<file path="config.mk">
export PLATFORM = sky130hd
export DESIGN_NAME = register_dump_unit
export DESIGN_NICKNAME = d
export VERILOG_FILES = /design/src/rtl/debug_pkg.sv /design/src/rtl/word_serializer.sv /design/src/rtl/register_dump_unit.sv
export SDC_FILE = /design/constraint.sdc
export NUM_CORES = 1
export LEC_CHECK = 0
export CAP_MARGIN = 20
export CELL_PAD_IN_SITES_DETAIL_PLACEMENT = 0
export CELL_PAD_IN_SITES_GLOBAL_PLACEMENT = 1
export CORE_AREA = 5 5 84 86
export CTS_BUF_LIST = sky130_fd_sc_hd__clkbuf_8
export CTS_CLUSTER_DIAMETER = 60
export DETAILED_ROUTE_END_ITERATION = 7
export DIE_AREA = 0 0 89 91
export GPL_ROUTABILITY_DRIVEN = 0
export PLACE_DENSITY_LB_ADDON = 0.1
export SLEW_MARGIN = 40
export SYNTH_ARGS = -nofsm -noshare
export SYNTH_HDL_FRONTEND = slang
export SYNTH_SLANG_ARGS = --single-unit
export TNS_END_PERCENT = 5
</file>
<file path="constraint.sdc">
create_clock -name i_clk -period 3.8 [get_ports i_clk]
set_input_delay 0.38 -clock i_clk [delete_from_list [all_inputs] [get_ports i_clk]]
set_output_delay 0.38 -clock i_clk [all_outputs]
set_load 0.01 [all_outputs]
</file>
<file path="src/rtl/debug_pkg.sv">
// Shared definitions for the debug dump path: FSM encoding, default geometry
// of the register bank and a small helper for counter widths.
package debug_pkg;

    typedef enum logic [1:0] {
        IDLE = 2'd0,
        LOAD = 2'd1,
        SEND = 2'd2
    } dump_state_t;

    localparam int DEFAULT_DATA_WIDTH = 32;
    localparam int DEFAULT_ADDR_WIDTH = 5;
    localparam int DEFAULT_BYTE_WIDTH = 8;

    localparam int BYTES_PER_WORD = DEFAULT_DATA_WIDTH / DEFAULT_BYTE_WIDTH;
    localparam int NUM_REGS       = 2 ** DEFAULT_ADDR_WIDTH;

    // Width of a counter that indexes n items; never narrower than one bit.
    function automatic int calc_index_width(input int n);
        return (n > 1) ? $clog2(n) : 1;
    endfunction

endpackage

</file>
<file path="src/rtl/word_serializer.sv">
// Captures one word and presents it as a sequence of bytes, least-significant
// byte first, on a valid/ready interface. o_last marks the cycle on which the
// final byte of the word is accepted. Also intended for the data-memory dump.
module word_serializer #(
    parameter int DATA_WIDTH = 32,
    parameter int BYTE_WIDTH = 8
) (
    input  logic                  i_clk,
    input  logic                  i_reset,
    input  logic                  i_load,
    input  logic [DATA_WIDTH-1:0] i_word,
    output logic [BYTE_WIDTH-1:0] o_data,
    output logic                  o_valid,
    input  logic                  i_ready,
    output logic                  o_last
);
    import debug_pkg::*;

    localparam int NBYTES = DATA_WIDTH / BYTE_WIDTH;
    localparam int IDX_W  = calc_index_width(NBYTES);
    localparam logic [IDX_W-1:0] LAST_IDX = IDX_W'(NBYTES - 1);

    logic [DATA_WIDTH-1:0] word_reg;
    logic [IDX_W-1:0]      byte_idx_reg;
    logic                  valid_reg;
    logic                  xfer;
    logic [BYTE_WIDTH-1:0] byte_lane [NBYTES];

    // Slice the captured word into byte lanes; lane gi holds bits [gi*BW +: BW].
    generate
        for (genvar gi = 0; gi < NBYTES; gi++) begin : g_lane
            assign byte_lane[gi] = word_reg[gi*BYTE_WIDTH +: BYTE_WIDTH];
        end
    endgenerate

    // Valid comes straight from a register, so it never follows i_ready.
    assign xfer    = valid_reg & i_ready;
    assign o_last  = xfer & (byte_idx_reg == LAST_IDX);
    assign o_valid = valid_reg;
    assign o_data  = valid_reg ? byte_lane[byte_idx_reg] : '0;

    // Capture on load, advance one lane per accepted byte, drop valid after the last.
    always_ff @(posedge i_clk) begin
        if (i_reset) begin
            word_reg     <= '0;
            byte_idx_reg <= '0;
            valid_reg    <= 1'b0;
        end else if (i_load) begin
            word_reg     <= i_word;
            byte_idx_reg <= '0;
            valid_reg    <= 1'b1;
        end else if (xfer) begin
            if (byte_idx_reg == LAST_IDX) begin
                byte_idx_reg <= '0;
                valid_reg    <= 1'b0;
            end else begin
                byte_idx_reg <= byte_idx_reg + IDX_W'(1);
            end
        end
    end

endmodule

</file>
<file path="src/rtl/register_dump_unit.sv">
// Debug-path reader for the ID-stage register bank. On i_start it walks every
// register through the bank's asynchronous read port and streams each word
// out byte by byte to the UART transmitter. Meant for use with the pipeline halted.
module register_dump_unit #(
    parameter int DATA_WIDTH = 32,
    parameter int ADDR_WIDTH = 5,
    parameter int BYTE_WIDTH = 8
) (
    input  logic                  i_clk,
    input  logic                  i_reset,
    input  logic                  i_start,
    output logic [ADDR_WIDTH-1:0] o_reg_addr,
    input  logic [DATA_WIDTH-1:0] i_reg_data,
    output logic [BYTE_WIDTH-1:0] o_tx_data,
    output logic                  o_tx_valid,
    input  logic                  i_tx_ready,
    output logic                  o_busy,
    output logic                  o_done
);
    import debug_pkg::*;

    dump_state_t           state_reg, state_next;
    logic [ADDR_WIDTH-1:0] reg_idx_reg, reg_idx_next;
    logic                  done_reg, done_next;
    logic                  ser_load;
    logic                  ser_last;

    word_serializer #(
        .DATA_WIDTH (DATA_WIDTH),
        .BYTE_WIDTH (BYTE_WIDTH)
    ) u_serializer (
        .i_clk   (i_clk),
        .i_reset (i_reset),
        .i_load  (ser_load),
        .i_word  (i_reg_data),
        .o_data  (o_tx_data),
        .o_valid (o_tx_valid),
        .i_ready (i_tx_ready),
        .o_last  (ser_last)
    );

    // State, register index and the registered done pulse.
    always_ff @(posedge i_clk) begin
        if (i_reset) begin
            state_reg   <= IDLE;
            reg_idx_reg <= '0;
            done_reg    <= 1'b0;
        end else begin
            state_reg   <= state_next;
            reg_idx_reg <= reg_idx_next;
            done_reg    <= done_next;
        end
    end

    // Next-state logic: LOAD samples the bank for one cycle, SEND waits for the
    // serializer to finish the word, then moves to the next register or stops.
    always_comb begin
        state_next   = state_reg;
        reg_idx_next = reg_idx_reg;
        done_next    = 1'b0;
        ser_load     = 1'b0;
        case (state_reg)
            IDLE: begin
                if (i_start) begin
                    state_next   = LOAD;
                    reg_idx_next = '0;
                end
            end
            LOAD: begin
                ser_load   = 1'b1;
                state_next = SEND;
            end
            SEND: begin
                if (ser_last) begin
                    if (&reg_idx_reg) begin
                        state_next = IDLE;
                        done_next  = 1'b1;
                    end else begin
                        reg_idx_next = reg_idx_reg + ADDR_WIDTH'(1);
                        state_next   = LOAD;
                    end
                end
            end
            default: state_next = IDLE;
        endcase
    end

    assign o_reg_addr = reg_idx_reg;
    assign o_busy     = (state_reg != IDLE);
    assign o_done     = done_reg;

endmodule
</file>
-- Word level (Yosys, flattened, before mapping)
Index checks and enable logic that the tools add are counted.
- reduce and logical (&&, ||, !) cells: 11
- $add $sub $neg: 2
- $lt $le $gt $ge: 1
- multiplexer cells: 18
- equality and inequality tests: 6
- bitwise gates (word level): 5
- operators with widths (operator ; count):
    2-to-1 mux 8 bit ; 3
    binary-select mux 8 bit (select 2 bit) ; 1
    2-to-1 mux 5 bit ; 3
    case mux 5 bit (2 select lines) ; 1
    nonzero test 2 bit ; 4
    2-to-1 mux 1 bit ; 6
    2-to-1 mux 2 bit ; 3
    != test 2 bit (second input constant) ; 3
    case mux 2 bit (3 select lines) ; 1
    adder 5 x 1 -> 5 bit (second input constant) ; 1
    AND reduction 5 bit ; 1
    == test 2 bit (second input constant) ; 2
    AND reduction 2 bit ; 2
    AND reduction 4 bit ; 1
    greater-or-equal comparator 3 bit (second input constant) ; 1
    NOT 2 -> 3 bit ; 1
    OR reduction 3 bit ; 1
    adder 2 x 1 -> 2 bit (second input constant) ; 1
    bitwise AND 1 bit ; 2
    == test 2 x 1 -> 1 bit (second input constant) ; 1
    zero test 2 bit ; 1
    NOT 1 bit ; 2
    OR reduction 2 bit ; 1
- register bits: 43
- input port bits: 36
- output and inout bits: 16
- logic and storage cells: 49

-- Longest topological paths before layout
- word-level depth: 5
- gate-level depth with buffers: 6
- gate-level depth less buffers: 6

-- Hierarchy
From an unflattened synthesis, not the netlist that was laid out.
- cells, all modules: 191
- area total of the unflattened synthesis: 1960.6 um2
- by module, submodules not included (module ; sequential area each (um2) ; cells each ; times used ; area an instance (um2)):
    word_serializer ; 700.7 ; 148 ; 1 ; 1547.7
    register_dump_unit ; 160.2 ; 43 ; 1 ; 412.9

-- Worst setup path before layout
Ideal clock, no wire load.
- path type: reg-to-reg
- from: register reg_idx_reg[0] (netlist: o_reg_addr[0])
- to: register reg_idx_reg[3] (netlist: o_reg_addr[3])
- buffers on the path: 0
- clock period less this slack: 1974 ps
- required time: 3730 ps
- arrival: 1903 ps
- setup time: 70 ps
- stages on the path, launching flop included: 7
- setup slack: 1826 ps
- path through: dfxtp_1 -> ha_1 -> and3_1 -> ha_1 -> a211o_1 -> or4_1 -> a21oi_1
- word-level cells in the longest chain between the ends: 4
- elaborated cells between the ends (all ways): 7
- those cells by class: add/sub: 1; eq/ne: 1; mux: 3; reduce/logical: 2
- RTL lines (item ; RTL line ; RTL):
    start, declared ; register_dump_unit.sv:23 ; logic [ADDR_WIDTH-1:0] reg_idx_reg, reg_idx_next;
    start signal, assigned ; register_dump_unit.sv:50 ; reg_idx_reg <= reg_idx_next;
    adder 5 x 1 -> 5 bit ; register_dump_unit.sv:79 ; reg_idx_next = reg_idx_reg + ADDR_WIDTH'(1);
    2-to-1 mux 5 bit ; register_dump_unit.sv:75 ; if (&reg_idx_reg) begin
    2-to-1 mux 5 bit ; register_dump_unit.sv:74 ; if (ser_last) begin
    case mux 5 bit (2 select lines) ; register_dump_unit.sv:62 ; case (state_reg)
Several ways; a longest one is shown, not always the timed one. The select of a mux whose other input is x is not followed.
A chain may end at the register's enable or synchronous reset.

-- Worst setup path in the final report
- from: register u_serializer.byte_idx_reg[0]
- to: output o_tx_data[2]
- word-level cells in the longest chain between the ends: 5
- RTL lines (item ; RTL line ; RTL):
    start, declared ; word_serializer.sv:24 ; logic [IDX_W-1:0] byte_idx_reg;
    start signal, assigned ; word_serializer.sv:57 ; byte_idx_reg <= byte_idx_reg + IDX_W'(1);
    NOT 2 -> 3 bit (implied by the code) ; word_serializer.sv:40 ; assign o_data = valid_reg ? byte_lane[byte_idx_reg] : '0;
    binary-select mux 8 bit (select 2 bit) ; word_serializer.sv:40 ;
    2-to-1 mux 8 bit (implied by the code) (2 in series) ; word_serializer.sv:40 ;
    2-to-1 mux 8 bit ; word_serializer.sv:40 ;
    end, declared ; register_dump_unit.sv:14 ; output logic [BYTE_WIDTH-1:0] o_tx_data,
Every way passes these cells. The select of a mux whose other input is x is not followed.

==> run_results.csv <==
group,metric,value,unit
critical_path,critical_path_depth,3,
clocking,htree_levels,2,
yosys,netlist.area_leader.share,47.2,%
critical_path,reg2reg_to,"o_reg_addr[3]",
timing,slew_violations,0,
drt,first_pass_iters,5,
timing,clock_skew,6.97,ps
timing,worst_pin_slew,710,ps
yosys,avgSynthCellArea,8.48,um2
clocking,cts_resized,0,
power_and_ir_drop,power,1.01,mW
timing,setup_viol,0,
critical_path,crit_path_max_incr_delay,770,ps
critical_path,cp_num_buf_inv,1,
critical_path,cp_data_required_time,3420,ps
grt,grt_pass1_vias,1572,
timing,finalHoldViolCount,0,
job,cap_violations,0,
yosys,syn_inst,215,
cells_and_area,multi_input_area,907,um2
die,fp.dieH,91,um
critical_path,endpoint,"o_tx_data[2]",
drt,antenna_left,0,
yosys,seq_area_frac_synth,47.2,%
critical_path,path_delay_family,"flip-flops",
yosys,yosysTopAreaCell,"dfxtp_1",
critical_path,crit-reg2reg-launch,"o_reg_addr[0]",
timing,relSlewSlack,52.5,%
cells_and_area,n_antenna_cell,0,
timing,fmax,0.373,GHz
clocking,cts_made_buffers,5,
yosys,synthTopCellsByArea,"dfxtp_1, nand2_1, a21oi_1",
drt,vias_per_cell,4.69,
cells_and_area,stdcell_count,339,
yosys,synth_fp_nets,254,
yosys,synthFlopType,"dfxtp_1",
grt,met1_usage,17.6,%
yosys,yosysWarnings,0,
hold_path,hold_path_class,"flop to flop",
drt,drtIter0Drc,67,
power_and_ir_drop,ir_drop,124,uV
critical_path,worstPathMaxFanout,11,
power_and_ir_drop,p_per_area,401,nW/um2
drt,wire_per_inst,14.3,um
yosys,ys_seq_elements,43,
drt,wirelength,4850,um
timing,timing.final.crit_period,2680,ps
critical_path,startpoint_type,"flop",
die,floorplan.rows,29,
outcome,outcome,"complete, no violations",
yosys,synth_cell_types,28,
drt,drc,0,
critical_path,path_class,"flop to output port",
cells_and_area,syn2layout_area_growth,38.1,%
grt,grt-ovfl-total,0,
placement,dp_hpwl,3330,um
cells_and_area,largest_register_ffs,32,
placement,dp_cells,331,
grt,grt_pass1_wl,7840,um
placement,portBuffers,51,
placement,place_ws,1410,ps
critical_path,crit_slowest_cell,"dfxtp_1",
clocking,hold_buffers,0,
clocking,root_buffer,"clkbuf_8",
power_and_ir_drop,leakagePower,0.899,nW
yosys,synth-edff-count,0,
critical_path,reg2reg_depth,6,
cells_and_area,layout.nets,300,
cells_and_area,design_area,2520,um2
die,die_area,8100,um2
grt,met3_usage,2.99,%
die,die_x,89,um
cells_and_area,nFillCells,659,
timing,rsz0062_at_grt,"false",
timing,setup_ws,1120,ps
clocking,clk_pin_slew,80,ps
cells_and_area,seqCellArea,861,um2
critical_path,crit_arrival,2300,ps
drt,vias,1590,
yosys,synth-async-reset-ratio,0,%
clocking,clock_sinks,43,
clocking,worstSkewPairLatency,290,ps
cells_and_area,layout-drive-gt1-share,8.40,%
grt,busiest_layer,"met2",
timing,setup-tns-final,0,ps
grt,grt_util_met2,17.9,%
die,ios,52,
die,core,6200,um2
clocking,clock_path_buffers,2,
placement,dpl-instance-area,2400,um2
clocking,postCtsSetupBuffers,0,
yosys,synth.cell_area,1820,um2
grt,antenna_found_initial,0,
critical_path,cp-end-kind,"output port",
clocking,cts_tree,"yes",
grt,grt_max_degree,37,
critical_path,startpoint,"u_serializer.byte_idx_reg[0]",
critical_path,critical_path.cell_chain,"mux4_2 > and2_1 > clkdlybuf4s50_1",
die,initial_utilization,29.4,%
timing,hold_slack,456,ps
grt,grtUsageTotal,12.3,%
timing,min_period_over_period,70.5,%
cells_and_area,final_core_util,40.6,%
critical_path,regToRegSetupSlack,1700,ps
[layer usage]
metal	up-vias	routed length [um]	share of wire, %
li1	821	-	-
met1	729	2400	49
met2	34	2120	44
met3	6	266	5.5
met4	0	63	1.3
met5	-	0	0
[cell type report]
| type | count | area share [%] |
|---|---|---|
| Clock buffer | 6 | 3.28 |
| Clock inverter | 2 | 1.39 |
| Inverter | 1 | 0.149 |
| Multi-Input combinational cell | 156 | 36.0 |
| Sequential cell | 43 | 34.2 |
| Tap cell | 77 | 3.83 |
| Timing Repair Buffer | 54 | 21.2 |
[kinds of logic (layout without fill, tap and decap cells)]
family                   count (synthesis)  after routing  synth area share (%)
adder cells (fa/ha/maj)                  3              3                  2.06
buffers and inverters                   16             63                  3.36
AO/OA/AOI/OAI                           45             45                  13.3
multiplexers                             9              9                  10.4
AND/OR/NAND/NOR                         99             99                  23.7
flip-flops                              43             43                  47.2
[tightest hold or removal path, delay by kind of cell, from the launching register on]
family | cells | cell delay (ps)
DFF | 1 | 310
AOI/OAI and AO/OA | 1 | 50
and+or+nand+nor | 1 | 50
[where the power goes]
| group | internal, mW | total (mW) | switching (mW) |
|---|---|---|---|
| Combinational | 0.0750 | 0.141 | 0.0663 |
| Clock | 0.213 | 0.369 | 0.156 |
| Sequential | 0.477 | 0.499 | 0.0226 |
| Total | 0.764 | 1.01 | 0.245 |
[layout by cell type (no fill, tap or decap), types with 2 or more instances in the layout]
cell / synthesis / routed
ha_1: 3 / 3
and2_1: 8 / 8
a21oi_1: 37 / 37
nor3_1: 4 / 4
nand2_1: 67 / 67
clkbuf_8: 0 / 6
nor2_1: 9 / 9
buf_4: 0 / 3
clkdlybuf4s50_1: 0 / 51
and3_1: 2 / 2
mux4_2: 8 / 8
dfxtp_1: 43 / 43
o21ai_1: 3 / 3
[cell usage after synthesis, types with 2 or more instances]
| library cell | count |
|---|---|
| nand2_1 | 67 |
| dfxtp_1 | 43 |
| mux4_2 | 8 |
| a21oi_1 | 37 |
| o21ai_1 | 3 |
| nand2b_1 | 2 |
| ha_1 | 3 |
| clkbuf_1 | 13 |
| nor3_1 | 4 |
| nor2_1 | 9 |
| and2_1 | 8 |
| and3_1 | 2 |
[how the worst min path moves through the flow]
stage | startpoint | depth (start not counted) | to | slack (ps)
2_1_floorplan | u_serializer.word_reg[16] | 2 | u_serializer.word_reg[16] | 430
3_3_place_gp | u_serializer.word_reg[21] | 2 | u_serializer.word_reg[21] | 440
3_5_place_dp | u_serializer.word_reg[25] | 2 | u_serializer.word_reg[25] | 450
4_1_cts | u_serializer.word_reg[25] | 2 | u_serializer.word_reg[25] | 460
5_1_grt | u_serializer.word_reg[21] | 2 | u_serializer.word_reg[21] | 480
6_report | u_serializer.word_reg[25] | 2 | u_serializer.word_reg[25] | 460
Note: power is estimated with default switching activity, not from simulation.
